[src/rtl/branch_predictor_if.sv]
// Bundle between the branch predictor, the fetch stage and the decode stage.
//
// Lookup (fetch side):
//   lookup_pc_if     PC being fetched
//   pred_taken_if    predicted taken
//   pred_pc_if       predicted next PC
// Resolution (decode side):
//   upd_valid_id     a resolved branch/jal/jalr is present this cycle
//   upd_jump_id      the instruction is an unconditional jump
//   upd_pc_id        PC of the resolved instruction
//   upd_taken_id     actual direction
//   upd_target_id    actual target
//   pred_taken_id    prediction carried with the instruction
//   pred_pc_id       predicted next PC carried with the instruction
//   mispredict_id    prediction was wrong; redirect fetch and flush IF/ID
//   redirect_pc_id   correct next PC
// Control / statistics:
//   flush_btb        invalidate every BTB entry
//   lookup_cnt       resolved control instructions seen (saturating)
//   mispredict_cnt   mispredicts seen (saturating)
//
// The master modport is the pipeline side; the slave modport is the predictor.
interface branch_predictor_if #(
    parameter int unsigned XLEN  = 32,
    parameter int unsigned CNT_W = 32
);
    logic [XLEN-1:0]  lookup_pc_if;
    logic             pred_taken_if;
    logic [XLEN-1:0]  pred_pc_if;

    logic             upd_valid_id;
    logic             upd_jump_id;
    logic [XLEN-1:0]  upd_pc_id;
    logic             upd_taken_id;
    logic [XLEN-1:0]  upd_target_id;
    logic             pred_taken_id;
    logic [XLEN-1:0]  pred_pc_id;
    logic             mispredict_id;
    logic [XLEN-1:0]  redirect_pc_id;

    logic             flush_btb;
    logic [CNT_W-1:0] lookup_cnt;
    logic [CNT_W-1:0] mispredict_cnt;

    modport master (
        output lookup_pc_if,
        input  pred_taken_if,
        input  pred_pc_if,
        output upd_valid_id,
        output upd_jump_id,
        output upd_pc_id,
        output upd_taken_id,
        output upd_target_id,
        output pred_taken_id,
        output pred_pc_id,
        input  mispredict_id,
        input  redirect_pc_id,
        output flush_btb,
        input  lookup_cnt,
        input  mispredict_cnt
    );

    modport slave (
        input  lookup_pc_if,
        output pred_taken_if,
        output pred_pc_if,
        input  upd_valid_id,
        input  upd_jump_id,
        input  upd_pc_id,
        input  upd_taken_id,
        input  upd_target_id,
        input  pred_taken_id,
        input  pred_pc_id,
        output mispredict_id,
        output redirect_pc_id,
        input  flush_btb,
        output lookup_cnt,
        output mispredict_cnt
    );
endinterface

[src/rtl/branch_predictor.sv]
// Direct-mapped branch target buffer with 2-bit saturating direction counters.
//
// Fetch looks up the current PC combinationally and receives a predicted
// direction and next PC. Decode reports every resolved branch/jal/jalr; the
// predictor trains its entry, flags a mispredict against the prediction that
// travelled with the instruction, and supplies the redirect PC. Two saturating
// counters track resolved control instructions and mispredicts.
//
// Ports:
//   clk  rising-edge clock
//   rst  asynchronous active-high reset
//   bp   branch_predictor_if.slave (lookup, resolution, flush, statistics)
//
// Entry layout: valid, tag = pc[XLEN-1:IDX_W+2], target, ctr
// (00 strong-NT, 01 weak-NT, 10 weak-T, 11 strong-T). Index = pc[IDX_W+1:2].
module branch_predictor #(
    parameter int unsigned XLEN    = 32,
    parameter int unsigned ENTRIES = 16,
    parameter int unsigned CNT_W   = 32
) (
    input  logic             clk,
    input  logic             rst,
    branch_predictor_if.slave bp
);

    localparam int unsigned IDX_W = $clog2(ENTRIES);
    localparam int unsigned TAG_W = XLEN - IDX_W - 2;

    // ------------------------------------------------------------------
    // Storage
    // ------------------------------------------------------------------
    logic [ENTRIES-1:0] valid_q, valid_d;
    logic [TAG_W-1:0]   tag_q    [ENTRIES];
    logic [TAG_W-1:0]   tag_d    [ENTRIES];
    logic [XLEN-1:0]    target_q [ENTRIES];
    logic [XLEN-1:0]    target_d [ENTRIES];
    logic [1:0]         ctr_q    [ENTRIES];
    logic [1:0]         ctr_d    [ENTRIES];

    logic [CNT_W-1:0]   lookup_cnt_q, lookup_cnt_d;
    logic [CNT_W-1:0]   mispredict_cnt_q, mispredict_cnt_d;

    function automatic logic [1:0] ctr_inc(input logic [1:0] c);
        return (c == 2'b11) ? c : c + 2'd1;
    endfunction

    function automatic logic [1:0] ctr_dec(input logic [1:0] c);
        return (c == 2'b00) ? c : c - 2'd1;
    endfunction

    // ------------------------------------------------------------------
    // Lookup: reads stored state only, so a same-cycle update is not seen
    // ------------------------------------------------------------------
    logic [IDX_W-1:0] lk_idx;
    logic [TAG_W-1:0] lk_tag;
    logic             lk_hit;
    logic             lk_taken;

    assign lk_idx   = bp.lookup_pc_if[IDX_W+1:2];
    assign lk_tag   = bp.lookup_pc_if[XLEN-1:IDX_W+2];
    assign lk_hit   = valid_q[lk_idx] && (tag_q[lk_idx] == lk_tag);
    assign lk_taken = lk_hit && ctr_q[lk_idx][1];

    assign bp.pred_taken_if = lk_taken;
    assign bp.pred_pc_if    = lk_taken ? target_q[lk_idx] : bp.lookup_pc_if + XLEN'(4);

    // ------------------------------------------------------------------
    // Resolution: mispredict detection and redirect
    // ------------------------------------------------------------------
    logic [XLEN-1:0] redirect_pc;
    logic            mispredict;

    // Comparing next-PCs (not just directions) also catches a jalr whose
    // target moved while the direction stayed taken.
    assign redirect_pc = bp.upd_taken_id ? bp.upd_target_id : bp.upd_pc_id + XLEN'(4);
    assign mispredict  = bp.upd_valid_id && (redirect_pc != bp.pred_pc_id);

    assign bp.redirect_pc_id = redirect_pc;
    assign bp.mispredict_id  = mispredict;

    // The carried direction is implied by pred_pc_id, so it is not needed here.
    logic unused_pred_taken;
    assign unused_pred_taken = bp.pred_taken_id;

    // ------------------------------------------------------------------
    // Training
    // ------------------------------------------------------------------
    logic [IDX_W-1:0] up_idx;
    logic [TAG_W-1:0] up_tag;
    logic             up_hit;

    assign up_idx = bp.upd_pc_id[IDX_W+1:2];
    assign up_tag = bp.upd_pc_id[XLEN-1:IDX_W+2];
    assign up_hit = valid_q[up_idx] && (tag_q[up_idx] == up_tag);

    always_comb begin
        valid_d  = valid_q;
        tag_d    = tag_q;
        target_d = target_q;
        ctr_d    = ctr_q;

        if (bp.upd_valid_id) begin
            if (up_hit) begin
                if (bp.upd_jump_id) begin
                    ctr_d[up_idx]    = 2'b11;
                    target_d[up_idx] = bp.upd_target_id;
                end else if (bp.upd_taken_id) begin
                    ctr_d[up_idx]    = ctr_inc(ctr_q[up_idx]);
                    target_d[up_idx] = bp.upd_target_id;
                end else begin
                    ctr_d[up_idx]    = ctr_dec(ctr_q[up_idx]);
                end
            end else if (bp.upd_taken_id) begin
                // Miss-and-taken allocates over whatever lives in the slot.
                valid_d[up_idx]  = 1'b1;
                tag_d[up_idx]    = up_tag;
                target_d[up_idx] = bp.upd_target_id;
                ctr_d[up_idx]    = bp.upd_jump_id ? 2'b11 : 2'b10;
            end
        end

        // Flush overrides any allocation made in the same cycle.
        if (bp.flush_btb) begin
            valid_d = '0;
        end
    end

    // ------------------------------------------------------------------
    // Saturating performance counters (unaffected by flush)
    // ------------------------------------------------------------------
    always_comb begin
        lookup_cnt_d     = lookup_cnt_q;
        mispredict_cnt_d = mispredict_cnt_q;
        if (bp.upd_valid_id && !(&lookup_cnt_q)) begin
            lookup_cnt_d = lookup_cnt_q + CNT_W'(1);
        end
        if (mispredict && !(&mispredict_cnt_q)) begin
            mispredict_cnt_d = mispredict_cnt_q + CNT_W'(1);
        end
    end

    assign bp.lookup_cnt     = lookup_cnt_q;
    assign bp.mispredict_cnt = mispredict_cnt_q;

    // ------------------------------------------------------------------
    // State registers
    // ------------------------------------------------------------------
    always_ff @(posedge clk or posedge rst) begin
        if (rst) begin
            valid_q <= '0;
            for (int i = 0; i < int'(ENTRIES); i++) begin
                tag_q[i]    <= '0;
                target_q[i] <= '0;
                ctr_q[i]    <= 2'b01;
            end
        end else begin
            valid_q  <= valid_d;
            tag_q    <= tag_d;
            target_q <= target_d;
            ctr_q    <= ctr_d;
        end
    end

    always_ff @(posedge clk or posedge rst) begin
        if (rst) begin
            lookup_cnt_q     <= '0;
            mispredict_cnt_q <= '0;
        end else begin
            lookup_cnt_q     <= lookup_cnt_d;
            mispredict_cnt_q <= mispredict_cnt_d;
        end
    end

endmodule

[src/flat_wrapper.sv]
// flat-port wrapper written by rule: the top's interface ports become plain ports
module branch_predictor_flat 
#(
    parameter int unsigned XLEN    = 32,
    parameter int unsigned ENTRIES = 16,
    parameter int unsigned CNT_W   = 32
)
  (clk, rst, bp_lookup_pc_if, bp_pred_taken_if, bp_pred_pc_if, bp_upd_valid_id, bp_upd_jump_id, bp_upd_pc_id, bp_upd_taken_id, bp_upd_target_id, bp_pred_taken_id, bp_pred_pc_id, bp_mispredict_id, bp_redirect_pc_id, bp_flush_btb, bp_lookup_cnt, bp_mispredict_cnt);
  branch_predictor_if #(.XLEN(XLEN), .CNT_W(CNT_W)) bp_i ();
  input  logic clk;
  input  logic rst;
  input wire logic [$bits(bp_i.lookup_pc_if)-1:0] bp_lookup_pc_if;
  output wire logic [$bits(bp_i.pred_taken_if)-1:0] bp_pred_taken_if;
  output wire logic [$bits(bp_i.pred_pc_if)-1:0] bp_pred_pc_if;
  input wire logic [$bits(bp_i.upd_valid_id)-1:0] bp_upd_valid_id;
  input wire logic [$bits(bp_i.upd_jump_id)-1:0] bp_upd_jump_id;
  input wire logic [$bits(bp_i.upd_pc_id)-1:0] bp_upd_pc_id;
  input wire logic [$bits(bp_i.upd_taken_id)-1:0] bp_upd_taken_id;
  input wire logic [$bits(bp_i.upd_target_id)-1:0] bp_upd_target_id;
  input wire logic [$bits(bp_i.pred_taken_id)-1:0] bp_pred_taken_id;
  input wire logic [$bits(bp_i.pred_pc_id)-1:0] bp_pred_pc_id;
  output wire logic [$bits(bp_i.mispredict_id)-1:0] bp_mispredict_id;
  output wire logic [$bits(bp_i.redirect_pc_id)-1:0] bp_redirect_pc_id;
  input wire logic [$bits(bp_i.flush_btb)-1:0] bp_flush_btb;
  output wire logic [$bits(bp_i.lookup_cnt)-1:0] bp_lookup_cnt;
  output wire logic [$bits(bp_i.mispredict_cnt)-1:0] bp_mispredict_cnt;
  assign bp_i.lookup_pc_if = bp_lookup_pc_if;
  assign bp_pred_taken_if = bp_i.pred_taken_if;
  assign bp_pred_pc_if = bp_i.pred_pc_if;
  assign bp_i.upd_valid_id = bp_upd_valid_id;
  assign bp_i.upd_jump_id = bp_upd_jump_id;
  assign bp_i.upd_pc_id = bp_upd_pc_id;
  assign bp_i.upd_taken_id = bp_upd_taken_id;
  assign bp_i.upd_target_id = bp_upd_target_id;
  assign bp_i.pred_taken_id = bp_pred_taken_id;
  assign bp_i.pred_pc_id = bp_pred_pc_id;
  assign bp_mispredict_id = bp_i.mispredict_id;
  assign bp_redirect_pc_id = bp_i.redirect_pc_id;
  assign bp_i.flush_btb = bp_flush_btb;
  assign bp_lookup_cnt = bp_i.lookup_cnt;
  assign bp_mispredict_cnt = bp_i.mispredict_cnt;
  branch_predictor #(.XLEN(XLEN), .ENTRIES(ENTRIES), .CNT_W(CNT_W)) u_core (.clk(clk), .rst(rst), .bp(bp_i));
endmodule
[config.mk]
export PLATFORM = sky130hd
export DESIGN_NAME = branch_predictor_flat
export DESIGN_NICKNAME = d
export VERILOG_FILES = /design/src/rtl/branch_predictor_if.sv /design/src/rtl/branch_predictor.sv /design/src/flat_wrapper.sv
export SDC_FILE = /design/constraint.sdc
export NUM_CORES = 2
export LEC_CHECK = 0
export CORE_UTILIZATION = 60
export CTS_CLUSTER_SIZE = 16
export DETAILED_ROUTE_END_ITERATION = 16
export GPL_TIMING_DRIVEN = 0
export PLACE_DENSITY = 0.87
export RECOVER_POWER = 25
export REMOVE_ABC_BUFFERS = 1
export SLEW_MARGIN = 30
export SYNTH_ARGS = -nofsm -noshare
export SYNTH_HDL_FRONTEND = slang
export SYNTH_SLANG_ARGS = --single-unit
[constraint.sdc]
create_clock -name clk -period 40.9 [get_ports clk]
set_clock_uncertainty 0.05 [all_clocks]
set_input_delay 8.18 -clock clk [delete_from_list [all_inputs] [get_ports clk]]
set_output_delay 8.18 -clock clk [all_outputs]
set_load 0.05 [all_outputs]
# ---- Word level (Yosys, flattened, before mapping)
# Cells that the tools add are included.
dict set report word_totals {
  reg_bits 1040
  input_bits 135
  output_inout_bits 130
}
dict set report op_classes {
  n_addsub 6
  magnitude_cmp 6
  eq_ne 5
  n_mux 48
  n_bitwise 5
  n_reduce_logical 19
}
# operator count
set op_table {}
lappend op_table {{$mux W512} 3}
lappend op_table {{$bwmux W512} 1}
lappend op_table {{$bwmux W416} 1}
lappend op_table {{$mux W32} 9}
lappend op_table {{$bmux W26 S4} 2}
lappend op_table {{$mux W26} 5}
lappend op_table {{$bmux W32 S4} 1}
lappend op_table {{$demux W32 S4} 1}
lappend op_table {{$demux W26 S4} 1}
lappend op_table {{$bwmux W32} 3}
lappend op_table {{$add A32 B1 Y32 const B} 2}
lappend op_table {{$add A32 B3 Y32 const B} 2}
lappend op_table {{$mux W16} 4}
lappend op_table {{$reduce_and A32 Y1} 2}
lappend op_table {{$eq A26 B26 Y1} 2}
lappend op_table {{$ne A32 B32 Y1} 1}
lappend op_table {{$or A32 B32 Y32} 1}
lappend op_table {{$bmux W2 S4} 2}
lappend op_table {{$or A16 B16 Y16} 1}
lappend op_table {{$mux W2} 7}
lappend op_table {{$ge A5 B5 Y1 const B} 2}
lappend op_table {{$lt A4 B5 Y1 const B} 2}
lappend op_table {{$not A4 Y5} 2}
lappend op_table {{$bmux W1 S4} 2}
lappend op_table {{16 further kinds} 30}

# ---- Depth between registers and ports, before layout
dict set report logic_depth {
  word_depth 10
  mapped_depth 18
  ltp_nobuf 11
}

# ---- Worst setup path before layout
# OpenSTA, ideal clock, no wires.
dict set report synth_path {
  path_kind {input to output}
  start {in bp_lookup_pc_if[2]}
  end {out bp_pred_pc_if[2]}
  t_arrival_ns 12.149
  setup_slack_ns 20.521
  cell_stages 11
  path_cell_list {clkbuf_1 buf_1 buf_1 mux4_2 mux4_2 xnor2_1 nand3_1 nor3_1 nand4_1 clkbuf_1 mux2i_1}
}
dict set report synth_via {
  elab_chain_len 8
  word_cells_on_any_way 17
  cone_classes {add/sub (1); eq/ne (1); mux (12); bitwise (1); reduce/logical (2)}
}
# element line
set synth_lines {}
lappend synth_lines {{from (decl)} flat_wrapper.sv:12} ;# input wire logic [$bits(bp_i.lookup_pc_if)-1:0] bp_lookup_pc_if;
lappend synth_lines {{$not A4 Y5 (not written as such)} {branch_predictor.sv:61, branch_predictor.sv:62, branch_predictor.sv:65}}
lappend synth_lines {{$bmux W26 S4} branch_predictor.sv:61} ;# assign lk_hit = valid_q[lk_idx] && (tag_q[lk_idx] == lk_tag);
lappend synth_lines {{$mux W26 (not written as such) (2 in series)} branch_predictor.sv:61}
lappend synth_lines {{$eq A26 B26 Y1} branch_predictor.sv:61}
lappend synth_lines {{$logic_and A1 B1 Y1} branch_predictor.sv:61}
lappend synth_lines {{$logic_and A1 B1 Y1} branch_predictor.sv:62} ;# assign lk_taken = lk_hit && ctr_q[lk_idx][1];
lappend synth_lines {{$mux W32 *} branch_predictor.sv:65} ;# assign bp.pred_pc_if = lk_taken ? target_q[lk_idx] : bp.lookup_pc_if + XLEN'(4);
lappend synth_lines {{to (decl)} flat_wrapper.sv:14} ;# output wire logic [$bits(bp_i.pred_pc_if)-1:0] bp_pred_pc_if;
# Every way passes the cells marked *; elsewhere a longest branch is shown, timed or not. The select of a mux whose other input is x is not followed.

# ---- Final worst setup path
dict set report layout_path {
  start {in bp_upd_pc_id[3]}
  end {out bp_mispredict_id}
}
dict set report layout_via {
  elab_chain_len 4
}
# element line
set layout_lines {}
lappend layout_lines {{from (decl)} flat_wrapper.sv:17} ;# input wire logic [$bits(bp_i.upd_pc_id)-1:0] bp_upd_pc_id;
lappend layout_lines {{$add A32 B3 Y32} branch_predictor.sv:75} ;# assign redirect_pc = bp.upd_taken_id ? bp.upd_target_id : bp.upd_pc_id + XLEN'(4);
lappend layout_lines {{$mux W32} branch_predictor.sv:75}
lappend layout_lines {{$ne A32 B32 Y1} branch_predictor.sv:76} ;# assign mispredict = bp.upd_valid_id && (redirect_pc != bp.pred_pc_id);
lappend layout_lines {{$logic_and A1 B1 Y1} branch_predictor.sv:76}
lappend layout_lines {{to (decl)} flat_wrapper.sv:22} ;# output wire logic [$bits(bp_i.mispredict_id)-1:0] bp_mispredict_id;
# Every way passes these cells.

==> reports/qor.yml <==
run_status:
  status: "finished with violations"
  violations: "max-capacitance violations, max-slew violations"
detailed_routing:
  routed-wl-met3_mm: 23.9
  ant_nets: 0
  num_vias: 39800
  first_pass_iters: 8
  drc: 0
  vias_per_cell: 7.31
  drt-met1-wl_mm: 62.6
  routed.top_layer: "met5"
  drtIter0Drc: 5111
  route.met2.wl_mm: 78.7
  detail_route.wl_per_cell_um: 32.9
  wl_mm: 179
synthesis:
  synth_compound_area_share_pct: 3.97
  synth.cell_area_um2: 55900
  synth_adder_area_share_pct: 0.192
  ys_ff_latch: 1040
  synth_area_per_cell_um2: 14.0
  synth-xor-area-share_pct: 3.13
  synth-edff-count: 0
  ys.warnings.count: 0
  synthMostInstantiatedCell: "dfrtp_1"
  synthDistinctLibCells: 93
  synthMuxAreaShare_pct: 36.8
  ys_top_cells_by_area: "dfrtp_1 46%, mux4_2 15%, mux2_2 14%, mux2_4 4.9%, xnor2_1 1.9%"
  syn_inst: 3989
  async_flop_share_pct: 100
  ys_seq_area_share_pct: 46.6
  yosysTopAreaCellShare_pct: 45.8
  synth-simple-area-share_pct: 5.58
  synth_top_family_by_area: "multiplexers"
  ys.flop_type: "dfrtp_1"
  synth_common_cells: "1024 x dfrtp_1, 717 x mux2_2, 377 x mux4_2"
  synth_top_cell_by_area: "dfrtp_1"
worst_setup_path:
  r2r-end: "u_core.target_q[94]"
  critPathTopFamily: "simple AND/OR/NAND/NOR gates"
  r2r-start: "u_core.tag_q[133]"
  crit_path_frequent_cell: "buf_16"
  reg2reg_depth: 12
  path_cells: "buf_8, buf_16, buf_16, ha_1, nand3_1, nor4_1, xnor2_1, a211oi_1, a31oi_1, a2111o_1, nor4_2, nand2b_1, inv_1, clkdlybuf4s50_1"
  cp_slowest_stage_delay_ns: 0.87
  cp-end-kind: "output port"
  cp.required_ns: 32.67
  path_buf_inv: 5
  crit_type: "input pin to output port"
  crit_arrival_ns: 14.62
  worst_path_max_delay_cell: "nor4_2"
  cp.depth: 14
  r2r_slack_ns: 35.32
  startpoint_type: "input pin"
  path_max_fanout: 60
hold_path:
  min_from: "u_core.target_q[1]"
  min_path_type: "flip-flop to flip-flop"
  holdPathEnd: "u_core.target_q[1]"
  hold_depth: 1
timing:
  setup_viol: 0
  hold_slack_ns: 0.436
  slew_headroom_pct: -206
  timing.final.crit_period_ns: 22.85
  max_freq_mhz: 43.8
  worst_pin_slew_ns: 4.59
  maxSlewViolCount: 570
  finalCritPeriodShare_pct: 55.9
  finalHoldViolCount: 0
  grt_setup_unrepaired: "no"
clocking:
  htreeDepth: 3
  tritoncts: "done"
  clock_sinks: 1040
  cts_root_buf: "clkbuf_16"
  clk_pin_slew_ns: 0.06
  cts_resized: 0
  cts_buffers: 106
  worstSkewPairLatency_ns: 0.70
  cts_max_path_buffers: 3
  postCtsSetupBuffers: 0
  hold_buffers: 0
power_and_ir_drop:
  peakVddDrop_v: 0.0000560
  powerDensity_nw_per_um2: 48.8
  p_leak_nw: 27.7
  total_power_mw: 3.11
global_route:
  antenna_found_initial: 27
  grtUsageTotal_pct: 38.2
  gr-total-overflow: 0
  grt_pass1_wl_mm: 267
  grt_pass1_vias: 40900
  grt_max_degree: 91
job:
  drv_cap: 8
floorplanning:
  initial_utilization_pct: 60.8
  std_cell_rows: 111
  top_level_ports: 265
  core_region_area_um2: 91900
  die_area_um2: 94500
  die_x_um: 307
  die_h_um: 307
placement:
  gp_congestion: 0.988
  io_buffers: 263
  hpwlAfterDp_mm: 115
layout:
  finalNetCount: 4239
  area_growth_syn_to_layout_pct: 13.9
  post_route_cells_drive_above_1_share_pct: 39.8
  nFillCells: 5679
logic make-up (layout without fill, tap and decap cells):
| logic type | after synthesis | after routing |
|---|---|---|
| other | 0 | 16 |
| adder cells (fa/ha/maj) | 9 | 9 |
| flip-flops | 1040 | 1040 |
| AND/OR/NAND/NOR | 597 | 597 |
| AO/OA/AOI/OAI | 319 | 319 |
| buffers and inverters | 425 | 622 |
| XOR/XNOR | 197 | 197 |
| multiplexers | 1402 | 1402 |
state kept, by name (all words and copies together) (netlist names):
| name | flops |
|---|---|
| u_core.valid_q | 16 |
| u_core.bp.lookup_cnt | 32 |
| u_core.tag_q | 416 |
| u_core.target_q | 512 |
| u_core.bp.mispredict_cnt | 32 |
| u_core.ctr_q | 32 |
metal layers:
layer,track usage (%),up-vias
li1,-,15200
met1,48.5,20400
met2,55.6,3268
met3,13.4,885
met4,25.3,26
met5,0,-
worst max-delay path by stage:
stage	from	end	slack [ns]
6_report	bp_upd_pc_id[3]	bp_mispredict_id	18.05
5_1_grt	bp_upd_pc_id[3]	bp_mispredict_id	17.96
3_5_place_dp	bp_upd_pc_id[3]	bp_mispredict_id	18.42
3_3_place_gp	rst	u_core.target_q[473]	-7.52
2_1_floorplan	rst	u_core.bp.lookup_cnt[0]	3.43
4_1_cts	bp_upd_pc_id[3]	bp_mispredict_id	18.38
final cells by class:
type | instances | area, um2 | share of cell area [%]
clock buffer | 140 | 3010 | 4.73
inverter | 56 | 211 | 0.332
sequential | 1040 | 26000 | 40.9
tap | 1243 | 1560 | 2.44
multi-input combinational | 2524 | 28000 | 43.9
clock inverter | 57 | 746 | 1.17
antenna | 16 | 40.0 | 0.0628
timing repair buffer | 369 | 4160 | 6.53
through the flow:
step,area (um2),setup TNS [ns],cells,util [%],setup slack (ns)
floorplan,54100,0,3620,-,3.43
global placement,58300,-7506.48,5126,63.4,-7.52
global route,63700,0,5438,69.3,17.96
CTS,63900,0,5429,69.5,18.38
finish,63700,0,5445,69.3,18.05
detailed placement,60100,0,5232,65.4,18.42
report_power, final:
part           switching [mW]  internal (mW)
sequential              0.147           1.22
combinational           0.322          0.367
clock                   0.438          0.615
total                   0.906           2.21
placed cells by master, fill, tap and decap left out, types with 73 or more instances in the layout:
cell type and count:
clkbuf_16 107, clkdlybuf4s50_1 236, dfrtp_1 1024, mux2_2 717, mux2_4 182, mux2i_1 89
mux4_2 377, nand2_1 184, nor2_1 93, o21ai_0 97, xnor2_1 122, xor2_1 73
Note: power is estimated with default switching activity, not from simulation.
